--- src/rtl/acc_window_pkg.sv ---
// Shared register offsets, STATUS bit positions and engine states for the
// accelerator window responder.
package acc_window_pkg;

  // Register offsets relative to the window base (byte offsets, word aligned)
  localparam logic [7:0] OFF_CTRL   = 8'h00;
  localparam logic [7:0] OFF_STATUS = 8'h04;
  localparam logic [7:0] OFF_DATA   = 8'h08;
  localparam logic [7:0] OFF_RESULT = 8'h0C;
  localparam logic [7:0] OFF_COEF   = 8'h10;
  localparam logic [7:0] OFF_LEN    = 8'h14;

  // CTRL bits
  localparam int CTRL_START = 0;
  localparam int CTRL_CLEAR = 1;

  // STATUS bits
  localparam int ST_BUSY    = 0;
  localparam int ST_DONE    = 1;
  localparam int ST_EMPTY   = 2;
  localparam int ST_FULL    = 3;
  localparam int ST_OVF     = 4;
  localparam int ST_CNT_LSB = 8;
  localparam int ST_CNT_W   = 4;

  typedef enum logic [1:0] {
    IDLE = 2'd0,
    RUN  = 2'd1,
    DONE = 2'd2
  } acc_state_e;

endpackage

--- src/rtl/acc_sync_fifo.sv ---
// Single-clock FIFO with show-ahead head output. Push when full and pop when
// empty are ignored. DEPTH must be a power of 2 and at least 2.
module acc_sync_fifo #(
  parameter int WIDTH = 32,
  parameter int DEPTH = 8
) (
  input  logic                         clk,
  input  logic                         rst_i,
  input  logic                         push_i,
  input  logic [WIDTH-1:0]             wdata_i,
  input  logic                         pop_i,
  output logic [WIDTH-1:0]             rdata_o,
  output logic                         full_o,
  output logic                         empty_o,
  output logic [$clog2(DEPTH+1)-1:0]   count_o
);

  localparam int AW = $clog2(DEPTH);
  localparam int CW = $clog2(DEPTH + 1);

  logic [DEPTH-1:0][WIDTH-1:0] mem_q, mem_d;
  logic [AW-1:0]               wr_q, wr_d, rd_q, rd_d;
  logic [CW-1:0]               cnt_q, cnt_d;
  logic                        do_push, do_pop;

  assign full_o  = (cnt_q == CW'(DEPTH));
  assign empty_o = (cnt_q == '0);
  assign count_o = cnt_q;
  assign rdata_o = mem_q[rd_q];
  assign do_push = push_i & ~full_o;
  assign do_pop  = pop_i & ~empty_o;

  // Next-state for storage, pointers and occupancy
  always_comb begin
    mem_d = mem_q;
    wr_d  = wr_q;
    rd_d  = rd_q;
    cnt_d = cnt_q;
    if (do_push) begin
      mem_d[wr_q] = wdata_i;
      wr_d        = wr_q + AW'(1);
    end
    if (do_pop) rd_d = rd_q + AW'(1);
    case ({do_push, do_pop})
      2'b10:   cnt_d = cnt_q + CW'(1);
      2'b01:   cnt_d = cnt_q - CW'(1);
      default: cnt_d = cnt_q;
    endcase
  end

  // State registers; reset discards all contents
  always_ff @(posedge clk or posedge rst_i) begin
    if (rst_i) begin
      mem_q <= '0;
      wr_q  <= '0;
      rd_q  <= '0;
      cnt_q <= '0;
    end else begin
      mem_q <= mem_d;
      wr_q  <= wr_d;
      rd_q  <= rd_d;
      cnt_q <= cnt_d;
    end
  end

endmodule

--- src/rtl/acc_window_responder.sv ---
// Memory-mapped multiply-accumulate responder on an SRAM-style port.
// Core pushes operands into a FIFO, the engine accumulates head*COEF for LEN
// words, and the core reads RESULT/STATUS back with 1-cycle read latency.
module acc_window_responder
  import acc_window_pkg::*;
#(
  parameter int                    ADDR_WIDTH = 15,
  parameter int                    DATA_WIDTH = 32,
  parameter logic [ADDR_WIDTH-1:0] BASE_ADDR  = 15'h0400,
  parameter int                    FIFO_DEPTH = 8
) (
  input  logic                      clk,
  input  logic                      rst_i,
  input  logic                      en_i,
  input  logic [ADDR_WIDTH-1:0]     addr_i,
  input  logic [DATA_WIDTH-1:0]     wdata_i,
  input  logic                      we_i,
  input  logic [DATA_WIDTH/8-1:0]   be_i,
  output logic [DATA_WIDTH-1:0]     rdata_o,
  output logic                      irq_o
);

  localparam int CW = $clog2(FIFO_DEPTH + 1);

  acc_state_e            state_q, state_d;
  logic [DATA_WIDTH-1:0] rdata_q, rdata_d;
  logic [DATA_WIDTH-1:0] result_q, result_d;
  logic [DATA_WIDTH-1:0] coef_q, coef_d;
  logic [15:0]           len_q, len_d;
  logic [15:0]           rem_q, rem_d;
  logic                  done_q, done_d;
  logic                  ovf_q, ovf_d;

  logic [ADDR_WIDTH-1:0] off, off_w;
  logic                  in_win, wr, rd;
  logic                  sel_ctrl, sel_status, sel_data, sel_result, sel_coef, sel_len;
  logic                  start, clear, push, pop, busy;
  logic                  fifo_full, fifo_empty;
  logic [CW-1:0]         fifo_count;
  logic [DATA_WIDTH-1:0] fifo_head, status, rd_val;

  // Address decode: low two address bits are ignored by masking the offset
  assign off        = addr_i - BASE_ADDR;
  assign off_w      = off & ~ADDR_WIDTH'(3);
  assign in_win     = (addr_i >= BASE_ADDR);
  assign sel_ctrl   = in_win && (off_w == ADDR_WIDTH'(OFF_CTRL));
  assign sel_status = in_win && (off_w == ADDR_WIDTH'(OFF_STATUS));
  assign sel_data   = in_win && (off_w == ADDR_WIDTH'(OFF_DATA));
  assign sel_result = in_win && (off_w == ADDR_WIDTH'(OFF_RESULT));
  assign sel_coef   = in_win && (off_w == ADDR_WIDTH'(OFF_COEF));
  assign sel_len    = in_win && (off_w == ADDR_WIDTH'(OFF_LEN));

  assign wr    = en_i & we_i;
  assign rd    = en_i & ~we_i;
  assign start = wr & sel_ctrl & be_i[0] & wdata_i[CTRL_START];
  assign clear = wr & sel_ctrl & be_i[0] & wdata_i[CTRL_CLEAR];
  assign push  = wr & sel_data & (&be_i);
  assign busy  = (state_q == RUN);

  acc_sync_fifo #(
    .WIDTH (DATA_WIDTH),
    .DEPTH (FIFO_DEPTH)
  ) u_fifo (
    .clk     (clk),
    .rst_i   (rst_i),
    .push_i  (push),
    .wdata_i (wdata_i),
    .pop_i   (pop),
    .rdata_o (fifo_head),
    .full_o  (fifo_full),
    .empty_o (fifo_empty),
    .count_o (fifo_count)
  );

  // STATUS word assembly and read mux; unmapped offsets read as zero
  always_comb begin
    status                            = '0;
    status[ST_BUSY]                   = busy;
    status[ST_DONE]                   = done_q;
    status[ST_EMPTY]                  = fifo_empty;
    status[ST_FULL]                   = fifo_full;
    status[ST_OVF]                    = ovf_q;
    status[ST_CNT_LSB +: ST_CNT_W]    = ST_CNT_W'(fifo_count);
    rd_val = '0;
    if (sel_status)      rd_val = status;
    else if (sel_result) rd_val = result_q;
    else if (sel_coef)   rd_val = coef_q;
    else if (sel_len)    rd_val = DATA_WIDTH'(len_q);
    rdata_d = rd ? rd_val : rdata_q;
  end

  // Register writes, sticky flags and engine FSM next-state
  always_comb begin
    state_d  = state_q;
    result_d = result_q;
    coef_d   = coef_q;
    len_d    = len_q;
    rem_d    = rem_q;
    done_d   = done_q;
    ovf_d    = ovf_q;
    pop      = 1'b0;

    // Clear lands before start so a combined write restarts cleanly
    if (clear) begin
      ovf_d = 1'b0;
      if (!busy) done_d = 1'b0;
    end
    // An overflowing push is lost even if the engine pops this cycle
    if (push && fifo_full) ovf_d = 1'b1;

    if (!busy) begin
      if (wr && sel_coef)
        for (int i = 0; i < DATA_WIDTH/8; i++)
          if (be_i[i]) coef_d[8*i +: 8] = wdata_i[8*i +: 8];
      if (wr && sel_len)
        for (int i = 0; i < 2; i++)
          if (be_i[i]) len_d[8*i +: 8] = wdata_i[8*i +: 8];
    end

    case (state_q)
      RUN: begin
        if (!fifo_empty) begin
          pop      = 1'b1;
          result_d = result_q + fifo_head * coef_q;
          rem_d    = rem_q - 16'd1;
          if (rem_q == 16'd1) begin
            state_d = DONE;
            done_d  = 1'b1;
          end
        end
      end
      IDLE, DONE: begin
        // DONE is a one-cycle marker; done was raised on entry
        state_d = IDLE;
        if (start) begin
          result_d = '0;
          rem_d    = len_q;
          if (len_q == 16'd0) begin
            state_d = DONE;
            done_d  = 1'b1;
          end else begin
            state_d = RUN;
            done_d  = 1'b0;
          end
        end
      end
      default: state_d = IDLE;
    endcase
  end

  // State registers
  always_ff @(posedge clk or posedge rst_i) begin
    if (rst_i) begin
      state_q  <= IDLE;
      rdata_q  <= '0;
      result_q <= '0;
      coef_q   <= DATA_WIDTH'(1);
      len_q    <= '0;
      rem_q    <= '0;
      done_q   <= 1'b0;
      ovf_q    <= 1'b0;
    end else begin
      state_q  <= state_d;
      rdata_q  <= rdata_d;
      result_q <= result_d;
      coef_q   <= coef_d;
      len_q    <= len_d;
      rem_q    <= rem_d;
      done_q   <= done_d;
      ovf_q    <= ovf_d;
    end
  end

  assign rdata_o = rdata_q;
  assign irq_o   = done_q;

endmodule

--- config.mk ---
export PLATFORM = sky130hd
export DESIGN_NAME = acc_window_responder
export DESIGN_NICKNAME = d
export VERILOG_FILES = /design/src/rtl/acc_window_pkg.sv /design/src/rtl/acc_sync_fifo.sv /design/src/rtl/acc_window_responder.sv
export SDC_FILE = /design/constraint.sdc
export NUM_CORES = 2
export LEC_CHECK = 0
export ABC_CLOCK_PERIOD_IN_PS = 24300
export CAP_MARGIN = 40
export CORE_UTILIZATION = 55
export CTS_CLUSTER_DIAMETER = 120
export DETAILED_ROUTE_END_ITERATION = 12
export GPL_TIMING_DRIVEN = 1
export PLACE_DENSITY = 0.73
export RECOVER_POWER = 100
export SYNTH_ARGS = -nofsm -noshare
export SYNTH_HDL_FRONTEND = slang
export SYNTH_SLANG_ARGS = --single-unit
--- constraint.sdc ---
create_clock -name clk -period 24.3 [get_ports clk]
set_clock_uncertainty 0.1 [all_clocks]
set_input_delay 4.86 -clock clk [delete_from_list [all_inputs] [get_ports clk]]
set_output_delay 4.86 -clock clk [all_outputs]
set_load 0.03 [all_outputs]
==> run metrics <==
PwrDens=36.95 mW/mm^2; initial core utilization=a little under three fifths; Flop pwr share=between 40% and 50%; GRT overflow=0; met2 usage=49.92%; hold depth=1; Logic pwr share=4.5%; setup TNS=0 ns; number of global-route vias before repair=26204; Die ar.=about 0.064 sq mm; Sw Pwr=about 320 uW; Clock power frac=46.9%; Max stage delay cell, worst path=clkbuf_1; Port Buffers=between 80 and 90; most used cell, CP=fa_1; maxcap violations=18; CORE AREA=just over 0.06 sq mm; Vias/cell=5.800; final non-filler cell total=slightly above 4000; CTS tree=done; CP endpoint kind=flop; Worst path max stage delay=~2.4 ns; Slew Viols, Final=~660; Seq/Total Area, Yosys=28.80%; post-cts sizing count=0; Max Fclk=around 0.076 GHz; Critical Path AT=about 13 ns; max_slew headroom=-322.0%; number of synthesized flops with an enable pin=0; GRT Overall Usage=between 20 and 30%; synthesized area=about 0.035 sq mm; Startpoint Class=flop; mean routed wirelength per cell=about 22 um; most frequent cells in the layout=inv_1, fa_1, dfrtp_1; GR peak layer=met2; FFs w/ async S/R, synth=100.0%; Critical R2R Capture=result_q[29]; GR Util met1=37.93%; First-pass DRT Iterations=6; Die Height=between 200 and 300 um; critical path required time=24.52 ns; first-pass GRT wire length=around 150000 um; Leak=around 18 nW; # setup viols final=0; Synth cell types=roughly 70; Die W=around 250 um; pin count of the biggest net entering global routing=195; Top FF cell, synth=dfrtp_1; grt met3 use=5.181%; Synthesized Nets=between 3000 and 4000; htree depth=2; RePlAce Congestion=around 0.95; Detail Placement HPWL=approximately 63000 um; Clock Path Buffers=3; post-CTS setup buffers=0; failing checks=capacitance limit, slew limit; worst vdd ir=around 56 uV; Min-Delay Startpoint=u_fifo.mem_q[48]; Sink Count=398; Clk pin slew, worst setup/hold paths=~0.06 ns; via count=around 23000; worst-path fanout max=45; Avg Cell Area, Syn=11.00 sq um; P&R area growth vs syn=8.725%; post-route ant nets=0; Placed Instances=a little under 4000; cts bufs inserted=42; initial antenna violation count=6; Worst Reg-to-Reg Cells=30; root buf cell=clkbuf_16; HP Class=flop to flop; RSZ-0062 raised after global routing=no; cts hold-fix bufs=0; register-to-register setup slack=between 10 and 15 ns; clk_lat worst skew=0.57 ns; cell count after synthesis=3146; DRC violations left=0; Fin. Hold Viols=0; Synthesis Warnings=0; initial DRC count=roughly 1900; min Tclk post-route=roughly 13 ns; outcome=finished with violations; layout cells sized above 1=16.18%; # IOs=88; Sw Ratio=between 20% and 30%; Crit Path Category=flop to flop; std cell rows=91; most common cell after layout, fill and taps aside=inv_1; Pint=1.066 mW; Post-Route WL=89900 um; worst slew pin tran=roughly 6.3 ns; Critical R2R Launch=u_fifo.rd_q[1]; Min-Delay Endpoint=u_fifo.mem_q[48]; Final Cycle Share=between 50% and 60%; register bit total from synthesis=about 400; Nets=between 3000 and 4000
## kinds of logic (layout without fill, tap and decap cells)
family          Yosys count  count (layout)  share of synthesized area, %
buf+inv                 694             731                         7.893
other cells               0               3                             0
flops                   398             398                         28.80
simple gates            749             749                         11.34
mux                     414             414                         15.04
compound gates          227             227                         4.326
xor+xnor                 94              94                         2.463
fa+ha+maj               570             570                         30.15
## worst max-delay path by stage
stage	from	to	slack, ns	depth (start not counted)
2_1_floorplan	rst_i	coef_q[10]	8.27	1
3_3_place_gp	u_fifo.rd_q[0]	result_q[29]	14.26	29
3_5_place_dp	u_fifo.rd_q[0]	result_q[29]	14.48	30
4_1_cts	u_fifo.rd_q[0]	result_q[29]	14.41	30
5_1_grt	u_fifo.rd_q[1]	result_q[29]	10.34	30
6_report	u_fifo.rd_q[1]	result_q[29]	11.17	30
## power groups by stage
| stage | registers, mW | clock network, mW | logic, mW |
|---|---|---|---|
| finish | 0.675 | 0.652 | 0.0630 |
| global route | 0.675 | 0.688 | 0.0687 |
| CTS | 0.675 | 0.663 | 0.0674 |
| detailed placement | 0.687 | 0 | 0.0672 |
| global placement | 0.687 | 0 | 0.0642 |
| floorplan | 0.697 | 0 | 0.0203 |
## layer usage
layer  vias up  wire length [um]
met5         -                10
li1      10000                 -
met2       927             43640
met3       236              6359
met1     12170             35570
met4         2              4315
## per-stage QoR
| step | instance area, sq um | worst slack, ns | utilization, % | hold slack, ns | total power, mW |
|---|---|---|---|---|---|
| 6_report | 37610 | 11.17 | 60.72 | 0.3957 | 1.390 |
| 5_1_grt | 37610 | 10.34 | 60.71 | 0.4140 | 1.432 |
| 4_1_cts | 37730 | 14.41 | 60.91 | 0.4006 | 1.405 |
| 3_5_place_dp | 36330 | 14.48 | 58.66 | 0.3876 | 0.7542 |
| 3_3_place_gp | 36160 | 14.26 | 58.39 | 0.3780 | 0.7511 |
| 2_1_floorplan | 34590 | 8.274 | - | 0.3647 | 0.7174 |
## cells in the mapped netlist, drive strengths merged, types with 54 or more instances
cell type	number	area (sq um)
inv	511	1918
xnor2	69	611.8
nand2	236	890.9
buf	54	326.6
mux2	341	3847
dfrtp	397	9935
clkbuf	129	485.5
nor2b	90	563.0
and2	239	1495
ha	131	1639
nor2	64	242.7
fa	439	8788
a21oi	58	290.3
## registers in the layout (all words and copies together), names as in the netlist
register and cells:
u_fifo.mem_q 256, len_q 16, rdata_o 32, irq_o 1
u_fifo.rd_q 3, result_q 32, u_fifo.wr_q 3, state_q 2
rem_q 16, coef_q 32, ovf_q 1, u_fifo.count_o 4
## final cells by class
class	instances	area, sq um
clock buffer	64	1244
timing repair buffer	143	1308
fill	5024	24330
sequential	398	9965
inverter	511	1919
clock inverter	13	153.9
multi-input combinational	2054	21960
antenna	3	7.507
tap	837	1047
## critical path, delay by kind of cell, from the launching register on
kind / cells / cell delay, ns
xor gates and xnor gates: 1 / 0.22
AOI/OAI and AO/OA: 6 / 1.70
DFF: 1 / 0.67
adders and majority gates: 9 / 4.29
buffers and inverters: 8 / 3.89
and+or+nand+nor: 6 / 2.00
(Power assumes the default switching activity.)
